## src/rtl/bf_weight_loader.sv

```systemverilog
// SPI-fed beamformer weight register file with a shadow bank and an atomic commit
// into the active bank that drives the delta-sigma modulators.
module bf_weight_loader #(
  parameter int unsigned N_CH        = 8,
  parameter int unsigned W_BITS      = 5,
  parameter int unsigned SYNC_STAGES = 2
) (
  input  logic                     clock,
  input  logic                     reset,
  input  logic                     sclk,
  input  logic                     mosi,
  input  logic                     ss,
  output logic [N_CH*W_BITS-1:0]   w_cos_1,
  output logic [N_CH*W_BITS-1:0]   w_sin_1,
  output logic [N_CH*W_BITS-1:0]   w_cos_2,
  output logic [N_CH*W_BITS-1:0]   w_sin_2,
  output logic                     weights_valid,
  output logic                     update,
  output logic                     frame_err
);

  localparam int unsigned FRAME_BITS = 32;
  localparam int unsigned CNT_W      = 6;
  localparam int unsigned N_SETS     = 4;
  localparam logic [CNT_W-1:0] CNT_FULL = CNT_W'(FRAME_BITS);
  localparam logic [CNT_W-1:0] CNT_SAT  = CNT_W'(FRAME_BITS + 1);

  localparam logic [3:0] CMD_WRITE  = 4'h1;
  localparam logic [3:0] CMD_COMMIT = 4'h2;
  localparam logic [3:0] CMD_CLEAR  = 4'h3;

  typedef enum logic [1:0] {
    ST_IDLE  = 2'd0,
    ST_SHIFT = 2'd1,
    ST_CHECK = 2'd2
  } state_t;

  state_t state_q, state_d;

  logic [SYNC_STAGES-1:0] sclk_sync, mosi_sync, ss_sync;
  logic sclk_s, mosi_s, ss_s;
  logic sclk_d, ss_d;
  logic sclk_rise, ss_rise, ss_fall;

  logic [FRAME_BITS-1:0] shreg_q;
  logic [CNT_W-1:0]      bit_cnt_q;

  logic [N_SETS-1:0][N_CH-1:0][W_BITS-1:0] shadow_q;
  logic [N_SETS-1:0][N_CH-1:0][W_BITS-1:0] active_q;

  logic shift_clr_c, shift_en_c, exec_c, commit_c, err_c;

  logic [3:0]        frame_cmd;
  logic [1:0]        frame_set;
  logic [2:0]        frame_ch;
  logic [W_BITS-1:0] frame_value;
  logic              unused_frame_bits;

  // Two-flop (or deeper) synchronizers; idle levels are SCLK low, SS high
  always_ff @(posedge clock or negedge reset) begin
    if (!reset) begin
      sclk_sync <= '0;
      mosi_sync <= '0;
      ss_sync   <= '1;
      sclk_d    <= 1'b0;
      ss_d      <= 1'b1;
    end else begin
      sclk_sync <= {sclk_sync[SYNC_STAGES-2:0], sclk};
      mosi_sync <= {mosi_sync[SYNC_STAGES-2:0], mosi};
      ss_sync   <= {ss_sync[SYNC_STAGES-2:0], ss};
      sclk_d    <= sclk_s;
      ss_d      <= ss_s;
    end
  end

  assign sclk_s    = sclk_sync[SYNC_STAGES-1];
  assign mosi_s    = mosi_sync[SYNC_STAGES-1];
  assign ss_s      = ss_sync[SYNC_STAGES-1];
  assign sclk_rise = sclk_s & ~sclk_d;
  assign ss_rise   = ss_s & ~ss_d;
  assign ss_fall   = ~ss_s & ss_d;

  assign frame_cmd         = shreg_q[31:28];
  assign frame_set         = shreg_q[27:26];
  assign frame_ch          = shreg_q[25:23];
  assign frame_value       = shreg_q[W_BITS-1:0];
  assign unused_frame_bits = ^shreg_q[22:W_BITS];

  // FSM state register
  always_ff @(posedge clock or negedge reset) begin
    if (!reset) state_q <= ST_IDLE;
    else        state_q <= state_d;
  end

  // FSM next-state
  always_comb begin
    state_d = state_q;
    unique case (state_q)
      ST_IDLE:  if (ss_fall) state_d = ST_SHIFT;
      ST_SHIFT: if (ss_rise) state_d = ST_CHECK;
      ST_CHECK: state_d = ST_IDLE;
      default:  state_d = ST_IDLE;
    endcase
  end

  // FSM outputs: datapath strobes
  always_comb begin
    shift_clr_c = 1'b0;
    shift_en_c  = 1'b0;
    exec_c      = 1'b0;
    commit_c    = 1'b0;
    err_c       = 1'b0;
    unique case (state_q)
      ST_IDLE:  shift_clr_c = ss_fall;
      ST_SHIFT: shift_en_c  = sclk_rise;
      ST_CHECK: begin
        if (bit_cnt_q == CNT_FULL) begin
          exec_c   = 1'b1;
          commit_c = (frame_cmd == CMD_COMMIT);
        end else begin
          err_c = 1'b1;
        end
      end
      default: ;
    endcase
  end

  // Frame shift register and saturating bit counter
  always_ff @(posedge clock or negedge reset) begin
    if (!reset) begin
      shreg_q   <= '0;
      bit_cnt_q <= '0;
    end else if (shift_clr_c) begin
      shreg_q   <= '0;
      bit_cnt_q <= '0;
    end else if (shift_en_c) begin
      shreg_q <= {shreg_q[FRAME_BITS-2:0], mosi_s};
      if (bit_cnt_q != CNT_SAT) bit_cnt_q <= bit_cnt_q + CNT_W'(1);
    end
  end

  // Shadow bank: single-entry write or full clear
  always_ff @(posedge clock or negedge reset) begin
    if (!reset) begin
      shadow_q <= '0;
    end else if (exec_c) begin
      if (frame_cmd == CMD_WRITE) begin
        for (int unsigned s = 0; s < N_SETS; s++) begin
          for (int unsigned k = 0; k < N_CH; k++) begin
            if (frame_set == 2'(s) && frame_ch == 3'(k)) shadow_q[s][k] <= frame_value;
          end
        end
      end else if (frame_cmd == CMD_CLEAR) begin
        shadow_q <= '0;
      end
    end
  end

  // Active bank loads all entries on one edge, with status pulses
  always_ff @(posedge clock or negedge reset) begin
    if (!reset) begin
      active_q      <= '0;
      weights_valid <= 1'b0;
      update        <= 1'b0;
      frame_err     <= 1'b0;
    end else begin
      update    <= commit_c;
      frame_err <= err_c;
      if (commit_c) begin
        active_q      <= shadow_q;
        weights_valid <= 1'b1;
      end
    end
  end

  assign w_cos_1 = active_q[0];
  assign w_sin_1 = active_q[1];
  assign w_cos_2 = active_q[2];
  assign w_sin_2 = active_q[3];

endmodule

```

## config.mk

```make
export PLATFORM = sky130hd
export DESIGN_NAME = bf_weight_loader
export DESIGN_NICKNAME = d
export VERILOG_FILES = /design/src/rtl/bf_weight_loader.sv
export SDC_FILE = /design/constraint.sdc
export NUM_CORES = 1
export LEC_CHECK = 0
export CORE_UTILIZATION = 58
export DETAILED_ROUTE_END_ITERATION = 7
export MAX_ROUTING_LAYER = met4
export PLACE_DENSITY = 0.82
export SLEW_MARGIN = 40
export SYNTH_ARGS = -nofsm -noshare
export SYNTH_HDL_FRONTEND = slang
export SYNTH_SLANG_ARGS = --single-unit
```

## constraint.sdc

```tcl
create_clock -name clock -period 6.12 [get_ports clock]
set_input_delay 1.224 -clock clock [delete_from_list [all_inputs] [get_ports clock]]
set_output_delay 1.224 -clock clock [all_outputs]
set_load 0.01 [all_outputs]
```

After elaboration in Yosys (flattened, before gate mapping):

Cells that the tools add are included.

* bits in registers: 371
* latch bits: 0
* bits in writable memories: 0
* ROM bits: 0
* input port bits: 5
* memories: 0

* $add $sub $neg: 1
* $mul: 0
* div/mod/pow operators: 0
* $lt $le $gt $ge: 0
* eq/ne operators: 51
* shift operators: 0
* mux-type cells: 50
* bitwise gates (word level): 6
* reductions and logical operators: 72

Operator list (number)
* 160-bit two-way mux: 2
* 5-bit two-way mux: 32
* 3-bit AND reduction: 32
* 32-bit two-way mux: 2
* 2-bit by 1-bit != test with 1-bit output (second input constant): 32
* 1-bit logical AND: 32
* 6-bit two-way mux: 3
* 3-bit == test (second input constant): 4
* 4-bit by 2-bit == test with 1-bit output (second input constant): 2
* 1-bit two-way mux: 8
* 6-bit by 1-bit adder with 6-bit output (second input constant): 1
* 2-bit == test (second input constant): 3
* 3-bit by 2-bit == test with 1-bit output (second input constant): 2
* 6-bit == test (second input constant): 1
* 6-bit != test (second input constant): 1
* 2-bit nonzero test: 3
* 2-bit by 1-bit == test with 1-bit output (second input constant): 2
* 4-bit by 1-bit == test with 1-bit output (second input constant): 1
* 2-bit logical NOT: 2
* 2-bit two-way mux: 2
* 2-bit != test (second input constant): 2
* 2-bit one-hot mux with 2 select lines: 1
* 2-bit AND reduction: 2
* 1-bit bitwise AND: 3
* 3 further kinds: 5

Depth between registers and ports, before layout:

Gate-level depths: netlist (run 1).

* word-level depth: 5
* gate-level depth with buffers: 9
* gate-level depth less buffers: 5

Worst setup path after synthesis (run 1):

Ideal clock, no wire load.

* path type: register to register
* start: register bit_cnt_q[3]
* end: register active_q, in the netlist w_cos_1[0]
* setup time: 0.127 ns
* arrival: 1.990 ns
* data required time: 5.993 ns
* path slack: 4.003 ns
* stages on the path, launching flop included: 9
* path through: dfrtp_1 -> nor4b_4 -> and4_1 -> buf_2 -> and3b_1 -> buf_2 -> buf_6 -> buf_8 -> mux2_1

* longest elaborated chain between the ends: 3

RTL lines
* start, declared: RTL line 46 `logic [CNT_W-1:0] bit_cnt_q;`
* start signal, assigned: RTL line 138 `if (bit_cnt_q != CNT_SAT) bit_cnt_q <= bit_cnt_q + CNT_W'(1);`
* 6-bit == test: RTL line 117 `if (bit_cnt_q == CNT_FULL) begin`
* 1-bit two-way mux: RTL line 117
* 1-bit two-way mux: RTL line 113 `unique case (state_q)`
* end signal, assigned: RTL line 170 `active_q <= shadow_q;`
* end, declared: RTL line 49 `logic [N_SETS-1:0][N_CH-1:0][W_BITS-1:0] active_q;`

Every way passes these cells.
A chain may end at the register's enable or synchronous reset.

Final worst setup path (run 1):

* start: register bit_cnt_q[3]
* end: register active_q, in the netlist w_cos_1[39]

Same word-level chain as after synthesis.

==> impl_metrics.prom, run 1 <==
# TYPE chip_impl_metric gauge
chip_impl_info{name="run_status",value="completed"} 1
chip_impl_metric{name="cts_buffers",unit=""} 37
chip_impl_info{name="ys_top_cells_by_area",value="sky130_fd_sc_hd__dfrtp_1, sky130_fd_sc_hd__o21ai_0, sky130_fd_sc_hd__mux2_1"} 1
chip_impl_metric{name="fin_total_pwr",unit="mW"} 4.854
chip_impl_metric{name="clk-insertion-delay-late",unit="ns"} 0.52
chip_impl_metric{name="utilization",unit="%"} 72.95
chip_impl_info{name="critical_path.cell_chain",value="nor4b_4 -> and4_2 -> and3b_4 -> buf_4 -> mux2_2"} 1
chip_impl_info{name="synth_area_leader_cell",value="sky130_fd_sc_hd__dfrtp_1"} 1
chip_impl_metric{name="setup-violations-final",unit=""} 0
chip_impl_metric{name="synthToLayoutAreaGrowth",unit="%"} 21.93
chip_impl_metric{name="fin_nets",unit=""} 1239
chip_impl_info{name="worstHoldPathType",value="flip-flop to flip-flop"} 1
chip_impl_metric{name="vias_per_cell",unit=""} 6.066
chip_impl_metric{name="initial_core_util",unit="%"} 59.82
chip_impl_metric{name="worst_path_largest_cell_delay",unit="ns"} 0.84
chip_impl_metric{name="core_region_area",unit="sq um"} 23750
chip_impl_metric{name="detailedPlacementHpwl",unit="microns"} 19780
chip_impl_metric{name="vias",unit=""} 9578
chip_impl_metric{name="synth.lib_cells_used.distinct",unit=""} 37
chip_impl_metric{name="synth_sequential_area_ratio",unit="%"} 65.36
chip_impl_metric{name="final_instance_area",unit="sq um"} 17330
chip_impl_info{name="crit_path_end_kind",value="flip-flop"} 1
chip_impl_metric{name="final.setup_skew",unit="ns"} 0.01749
chip_impl_metric{name="worst-endpoint-arrival",unit="ns"} 3.82
chip_impl_metric{name="period_share",unit="%"} 55.94
chip_impl_info{name="worstSetupStartpointType",value="flip-flop"} 1
chip_impl_metric{name="post-route-min-period",unit="ns"} 3.423
chip_impl_metric{name="global_route.overflow_total",unit=""} 0
chip_impl_metric{name="synth-seq-cells",unit=""} 371
chip_impl_metric{name="floorplan.die_area",unit="sq um"} 25130
chip_impl_metric{name="leakage_dissipation",unit="nW"} 8.025
chip_impl_metric{name="routed_wire_length_per_instance",unit="microns"} 20.58
chip_impl_metric{name="final_max_slew_viol_count",unit=""} 0
chip_impl_metric{name="timing.slew.headroom",unit="%"} 43.96
chip_impl_metric{name="global_route.usage.total",unit="%"} 27.58
chip_impl_metric{name="cp_data_required_time",unit="ns"} 6.52
chip_impl_info{name="worstSetupPathType",value="flip-flop to flip-flop"} 1
chip_impl_metric{name="yosysWarnings",unit=""} 0
chip_impl_metric{name="largest_net_degree_at_the_start_of_global_routing",unit=""} 170
chip_impl_metric{name="setup-tns-final",unit="ns"} 0
chip_impl_metric{name="hold_violations",unit=""} 0
chip_impl_metric{name="x_dimension_of_the_die",unit="microns"} 158.5
chip_impl_metric{name="layout.filler_cells",unit=""} 1483
chip_impl_metric{name="diodes",unit=""} 0
chip_impl_metric{name="mappedNetlistNets",unit=""} 1094
chip_impl_metric{name="dr.pass1.iters",unit=""} 5
chip_impl_metric{name="rows",unit=""} 56
chip_impl_info{name="tritoncts",value="built"} 1
chip_impl_metric{name="synth_top_area_share",unit="%"} 64.81
chip_impl_metric{name="power_per_cell_area",unit="nW/um^2"} 280.1
chip_impl_metric{name="detailed_place.area",unit="sq um"} 16060
chip_impl_metric{name="syn-instance-count",unit=""} 1086
chip_impl_metric{name="final-instance-count-excl-fill",unit=""} 1579
chip_impl_metric{name="first_iter_violations",unit=""} 639
chip_impl_metric{name="first_global_vias",unit=""} 9600
chip_impl_metric{name="avgSynthCellArea",unit="sq um"} 13.08
chip_impl_metric{name="max_freq",unit="MHz"} 292.1
chip_impl_metric{name="max_cap_violations",unit=""} 0
chip_impl_info{name="unrepaired_setup_endpoints_after_global_routing",value="false"} 1
chip_impl_metric{name="irDropWorstVdd",unit="V"} 0.0001688
chip_impl_info{name="ctsRootBufferMaster",value="sky130_fd_sc_hd__clkbuf_16"} 1
chip_impl_metric{name="clk_pin_slew_worst_paths",unit="ns"} 0.06
chip_impl_metric{name="ctsLongestPathBuffers",unit=""} 3
chip_impl_metric{name="remaining_drc_errors",unit=""} 0
chip_impl_metric{name="portBuffers",unit=""} 167
chip_impl_metric{name="grt_pass1_wl",unit="microns"} 52000
chip_impl_metric{name="cts-hold-fix-buffers",unit=""} 0
chip_impl_metric{name="routabilityCongestion",unit=""} 0.7948
chip_impl_metric{name="cp_max_fo",unit=""} 41
chip_impl_metric{name="cts.sinks",unit=""} 371
chip_impl_info{name="critical-path-slowest-cell",value="sky130_fd_sc_hd__and4_2"} 1
chip_impl_metric{name="area_of_the_mapped_netlist",unit="sq um"} 14210
chip_impl_metric{name="reg2regPathDepth",unit=""} 5
chip_impl_metric{name="postCtsResizedCells",unit=""} 0
chip_impl_metric{name="die_height",unit="microns"} 158.5
chip_impl_metric{name="antenna_violations_before_repair",unit=""} 0
chip_impl_metric{name="hold_path_cell_cnt",unit=""} 0
chip_impl_metric{name="detail_route.wirelength",unit="microns"} 32490
chip_impl_metric{name="h-tree-depth",unit=""} 2
chip_impl_metric{name="cts_setup_buffers",unit=""} 0
chip_impl_metric{name="final_layout_size_suffix_gt1_share",unit="%"} 12.38
chip_impl_metric{name="antenna_left",unit=""} 0
chip_impl_metric{name="boundaryPins",unit=""} 168
chip_impl_metric{name="place.detailed.instances",unit=""} 1510
chip_impl_metric{name="worst_pin_slew",unit="ns"} 0.8407
-- per-layer routing --
metal	share of wire [%]	up-vias	global-route usage [%]
met5	0	-	-
met3	6.2	48	4.300
li1	-	4219	-
met1	42	4937	37.70
met4	1.8	0	8.150
met2	50	374	43.17
-- sequential cells by signal, summed over array words and instances (netlist names) --
signal	cells
w_cos_2	40
weights_valid	1
bit_cnt_q	6
w_cos_1	40
sclk_d	1
frame_err	1
shreg_q	32
mosi_sync	2
update	1
w_sin_1	40
sclk_sync	2
ss_sync	2
ss_d	1
w_sin_2	40
state_q	2
shadow_q	160
-- layout make-up --
cell class                      count  area (sq um)  share of cell area (%)
Clock buffer                       58          1137                   6.564
Clock inverter                     10         103.9                  0.5994
Inverter                            3         11.26                 0.06499
Multi-Input combinational cell    636          4527                   26.13
Sequential cell                   371          9289                   53.61
Tap cell                          319         399.1                   2.304
Timing Repair Buffer              182          1859                   10.73
-- cells in the final DEF (no fill, tap or decap), drive strengths merged --
| cell type | count |
|---|---|
| ha | 3 |
| nor3 | 2 |
| nor3b | 3 |
| and4 | 1 |
| clkbuf | 58 |
| dfstp | 3 |
| nand3b | 33 |
| dfrtp | 368 |
| bufinv | 2 |
| xnor2 | 1 |
| inv | 4 |
| clkinv | 7 |
| a22o | 33 |
| and3 | 2 |
| and3b | 4 |
| nor2 | 5 |
| or2 | 1 |
| nand2b | 3 |
| nor2b | 3 |
| nor4b | 4 |
| nand3 | 1 |
| nand4 | 2 |
| o21ai | 322 |
| a21oi | 33 |
| mux2 | 161 |
| and2 | 2 |
| a21boi | 1 |
| clkdlybuf4s50 | 166 |
| nor4bb | 2 |
| buf | 16 |
| nand2 | 10 |
| xor2 | 2 |
| mux2i | 1 |
| o31ai | 1 |
-- synth_stat cells, drive strengths merged --
| master | number |
|---|---|
| dfrtp | 368 |
| o21ai | 322 |
| mux2 | 161 |
| clkbuf | 54 |
| a21oi | 33 |
| a22o | 33 |
| nand3b | 33 |
| buf | 22 |
| nand2 | 10 |
| nor2 | 5 |
| and3b | 4 |
| nor4b | 4 |
| dfstp | 3 |
| ha | 3 |
| inv | 3 |
| nand2b | 3 |
| nor2b | 3 |
| nor3b | 3 |
| and2 | 2 |
| and3 | 2 |
| nand4 | 2 |
| nor3 | 2 |
| nor4bb | 2 |
| xor2 | 2 |
| a21boi | 1 |
| and4 | 1 |
| mux2i | 1 |
| nand3 | 1 |
| o31ai | 1 |
| or2 | 1 |
| xnor2 | 1 |
-- critical path: cells and delay by family (launching register included) --
family	cells	cell delay, ns
and+or+nand+nor	3	1.88
buffers and inverters	1	0.55
DFF	1	0.44
muxes	1	0.42
-- path summary, 6_finish.rpt --
path	startpoint	endpoint	slack, ns
setup / recovery	bit_cnt_q[3]	w_cos_1[39]	2.70
hold / removal	mosi_sync[0]	mosi_sync[1]	0.34
setup reg to reg	bit_cnt_q[3]	w_cos_1[39]	2.70
hold reg to reg	mosi_sync[0]	mosi_sync[1]	0.34
max in group asynchronous	reset	shadow_q[142]	4.07
min in group asynchronous	reset	update	0.73
-- per-stage QoR --
step | hold slack, ns | worst slack [ns]
4_1_cts | 0.3454 | 2.725
3_3_place_gp | 0.3362 | 2.426
5_1_grt | 0.3647 | 2.522
6_report | 0.3405 | 2.697
2_1_floorplan | 0.3312 | 4.003
3_5_place_dp | 0.3364 | 2.761
-- logic make-up after synthesis --
logic type               synth area share, %
AO/OA/AOI/OAI                          14.64
XOR/XNOR                              0.1849
adder cells (fa/ha/maj)               0.2642
buffers and inverters                  2.941
flip-flops                             65.36
multiplexers                           12.83
AND/OR/NAND/NOR                        3.777
-- power by group --
part           internal, mW  switching [mW]
Clock                  1.36           0.912
Sequential             2.47          0.0145
Combinational        0.0250          0.0704
No activity file was read; power rests on OpenSTA's default activity.
==> inputs of run 2 (changes only) <==
--- a/config.mk
+++ b/config.mk
@@ -5,10 +5,10 @@
 export SDC_FILE = /design/constraint.sdc
 export NUM_CORES = 1
 export LEC_CHECK = 0
-export CORE_UTILIZATION = 58
+export CORE_UTILIZATION = 50
 export DETAILED_ROUTE_END_ITERATION = 7
 export MAX_ROUTING_LAYER = met4
-export PLACE_DENSITY = 0.82
+export PLACE_DENSITY = 0.75
 export SLEW_MARGIN = 40
 export SYNTH_ARGS = -nofsm -noshare
 export SYNTH_HDL_FRONTEND = slang
==> constraint.sdc (replaced) <==
create_clock -name clock -period 3.09 [get_ports clock]
set_input_delay 0.618 -clock clock [delete_from_list [all_inputs] [get_ports clock]]
set_output_delay 0.618 -clock clock [all_outputs]
set_load 0.01 [all_outputs]
==> impl_metrics.prom, run 2 (synthesis results as in run 1) <==
# TYPE chip_impl_metric gauge
chip_impl_info{name="layout_common_cells",value="sky130_fd_sc_hd__dfrtp_1, sky130_fd_sc_hd__o21ai_0, sky130_fd_sc_hd__clkdlybuf4s50_1"} 1
chip_impl_metric{name="routabilityCongestion",unit=""} 0.8106
chip_impl_metric{name="grt_pass1_wl",unit="microns"} 52830
chip_impl_metric{name="wl_met1",unit="microns"} 14660
chip_impl_info{name="worstHoldPathType",value="input port to asynchronous set/reset pin"} 1
chip_impl_metric{name="dr.pass1.iters",unit=""} 6
chip_impl_metric{name="final.setup_skew",unit="ns"} 0.01897
chip_impl_metric{name="final_setup_slack_of_the_worst_path",unit="ns"} 0.7245
chip_impl_info{name="crit_path_end_kind",value="flip-flop"} 1
chip_impl_metric{name="x_dimension_of_the_die",unit="microns"} 170.6
chip_impl_metric{name="worst_pin_slew",unit="ns"} 0.7319
chip_impl_metric{name="diodes",unit=""} 0
chip_impl_metric{name="cp_max_fo",unit=""} 101
chip_impl_info{name="worstSetupStartpointType",value="flip-flop"} 1
chip_impl_info{name="mostFrequentLayoutCell",value="sky130_fd_sc_hd__dfrtp_1"} 1
chip_impl_metric{name="synthToLayoutAreaGrowth",unit="%"} 23.50
chip_impl_info{name="unrepaired_setup_endpoints_after_global_routing",value="false"} 1
chip_impl_metric{name="detailedPlacementHpwl",unit="microns"} 20490
chip_impl_metric{name="rows",unit=""} 61
chip_impl_metric{name="irDropWorstVdd",unit="V"} 0.0003237
chip_impl_metric{name="max_freq",unit="MHz"} 422.7
chip_impl_info{name="reg2reg_from",value="bit_cnt_q[3]"} 1
chip_impl_metric{name="first_global_vias",unit=""} 9581
chip_impl_metric{name="routed_wire_length_per_instance",unit="microns"} 20.15
chip_impl_metric{name="clk-insertion-delay-late",unit="ns"} 0.53
chip_impl_metric{name="setup-violations-final",unit=""} 0
chip_impl_metric{name="vias_per_cell",unit=""} 5.738
chip_impl_metric{name="fin_nets",unit=""} 1253
chip_impl_metric{name="portBuffers",unit=""} 167
chip_impl_metric{name="dr_wl_met3",unit="microns"} 1744
chip_impl_info{name="worstSetupPathType",value="flip-flop to flip-flop"} 1
chip_impl_metric{name="detail_route.wirelength",unit="microns"} 33290
chip_impl_info{name="worstReg2RegEnd",value="w_cos_1[29]"} 1
chip_impl_metric{name="cts-hold-fix-buffers",unit=""} 0
chip_impl_metric{name="antenna_violations_before_repair",unit=""} 0
chip_impl_metric{name="h-tree-depth",unit=""} 2
chip_impl_metric{name="layout.area.seq",unit="sq um"} 9289
chip_impl_metric{name="leakage_dissipation",unit="nW"} 8.108
chip_impl_metric{name="reg2regPathDepth",unit=""} 5
chip_impl_metric{name="largest_net_degree_at_the_start_of_global_routing",unit=""} 161
chip_impl_metric{name="max_cap_violations",unit=""} 0
chip_impl_info{name="dr.max_layer_used",value="met4"} 1
chip_impl_metric{name="wl_met2",unit="microns"} 16060
chip_impl_metric{name="setup-tns-final",unit="ns"} 0
chip_impl_info{name="tritoncts",value="built"} 1
chip_impl_metric{name="postCtsResizedCells",unit=""} 0
chip_impl_metric{name="worst-endpoint-arrival",unit="ns"} 2.77
chip_impl_metric{name="cp_data_required_time",unit="ns"} 3.49
chip_impl_metric{name="final_layout_size_suffix_gt1_share",unit="%"} 13.34
chip_impl_metric{name="clk_pin_slew_worst_paths",unit="ns"} 0.06
chip_impl_info{name="max_flop_register",value="shadow_q"} 1
chip_impl_metric{name="period_share",unit="%"} 76.55
chip_impl_metric{name="hold_violations",unit=""} 0
chip_impl_metric{name="final_max_slew_viol_count",unit=""} 0
chip_impl_metric{name="multiInputGateArea",unit="sq um"} 4533
chip_impl_metric{name="cts_buffers",unit=""} 37
chip_impl_metric{name="hold_ws",unit="ns"} 0.09371
chip_impl_metric{name="post-route-min-period",unit="ns"} 2.366
chip_impl_metric{name="setup.reg_to_reg.worst_slack",unit="ns"} 0.72
chip_impl_metric{name="global_route.usage.total",unit="%"} 24.23
chip_impl_metric{name="floorplan.die_area",unit="sq um"} 29100
chip_impl_metric{name="power_per_cell_area",unit="nW/um^2"} 555.8
chip_impl_metric{name="core_region_area",unit="sq um"} 27860
chip_impl_metric{name="cts.sinks",unit=""} 371
chip_impl_info{name="ctsRootBufferMaster",value="sky130_fd_sc_hd__clkbuf_16"} 1
chip_impl_metric{name="global_route.overflow_total",unit=""} 0
chip_impl_metric{name="die_height",unit="microns"} 170.6
chip_impl_metric{name="layout.filler_cells",unit=""} 2099
chip_impl_metric{name="cts_setup_buffers",unit=""} 0
chip_impl_metric{name="first_iter_violations",unit=""} 799
chip_impl_metric{name="remaining_drc_errors",unit=""} 0
chip_impl_metric{name="max_ffs_per_register",unit=""} 160
chip_impl_metric{name="antenna_left",unit=""} 0
chip_impl_metric{name="detailed_place.area",unit="sq um"} 16270
chip_impl_metric{name="place_ws",unit="ns"} 0.7621
chip_impl_metric{name="vias",unit=""} 9480
chip_impl_metric{name="boundaryPins",unit=""} 168
chip_impl_metric{name="ctsLongestPathBuffers",unit=""} 3
chip_impl_metric{name="final_instance_area",unit="sq um"} 17550
chip_impl_metric{name="timing.slew.headroom",unit="%"} 51.10
chip_impl_metric{name="initial_core_util",unit="%"} 51.01
chip_impl_info{name="run_status",value="completed"} 1
chip_impl_metric{name="fin_total_pwr",unit="mW"} 9.754
run 2: metal layers:
| layer | GRT usage, % | up-vias |
|---|---|---|
| met5 | - | - |
| met4 | 8.108 | 0 |
| met3 | 2.892 | 67 |
| met2 | 37.76 | 317 |
| met1 | 33.26 | 4855 |
| li1 | - | 4241 |
run 2: critical path, cell delays in order, from the launching register on:
cell	delay (ns)
sky130_fd_sc_hd__dfrtp_1	0.44
sky130_fd_sc_hd__nor4b_4	0.36
sky130_fd_sc_hd__and4_2	0.28
sky130_fd_sc_hd__and3b_4	0.22
sky130_fd_sc_hd__buf_12	0.37
sky130_fd_sc_hd__mux2_2	0.41
run 2: worst max path at each step:
stage                             from             to
after floorplan           bit_cnt_q[3]     w_cos_1[0]
after global placement    bit_cnt_q[3]    w_cos_1[29]
after detailed placement   shreg_q[28]  shadow_q[141]
after CTS                  shreg_q[28]  shadow_q[141]
after global routing      bit_cnt_q[3]    w_cos_1[24]
final                     bit_cnt_q[3]    w_cos_1[29]
run 2: area by class of cell:
type	instances	share of cell area, %
Timing Repair Buffer	196	11.22
Sequential cell	371	52.93
Multi-Input combinational cell	636	25.83
Clock buffer	60	6.581
Inverter	3	0.06417
Clock inverter	8	0.6773
Tap cell	378	2.695
run 2: through the flow:
step                      cells  utilization [%]
after floorplan            1086                -
after global placement     1584            58.39
after detailed placement   1584            58.40
after CTS                  1652            62.97
after global routing       1652            63.00
final                      1652            63.00
run 2: power by group:
part | total [mW] | switching (mW) | internal (mW)
registers | 4.92 | 0.0298 | 4.89
clock network | 4.64 | 1.83 | 2.81
logic | 0.199 | 0.143 | 0.0563
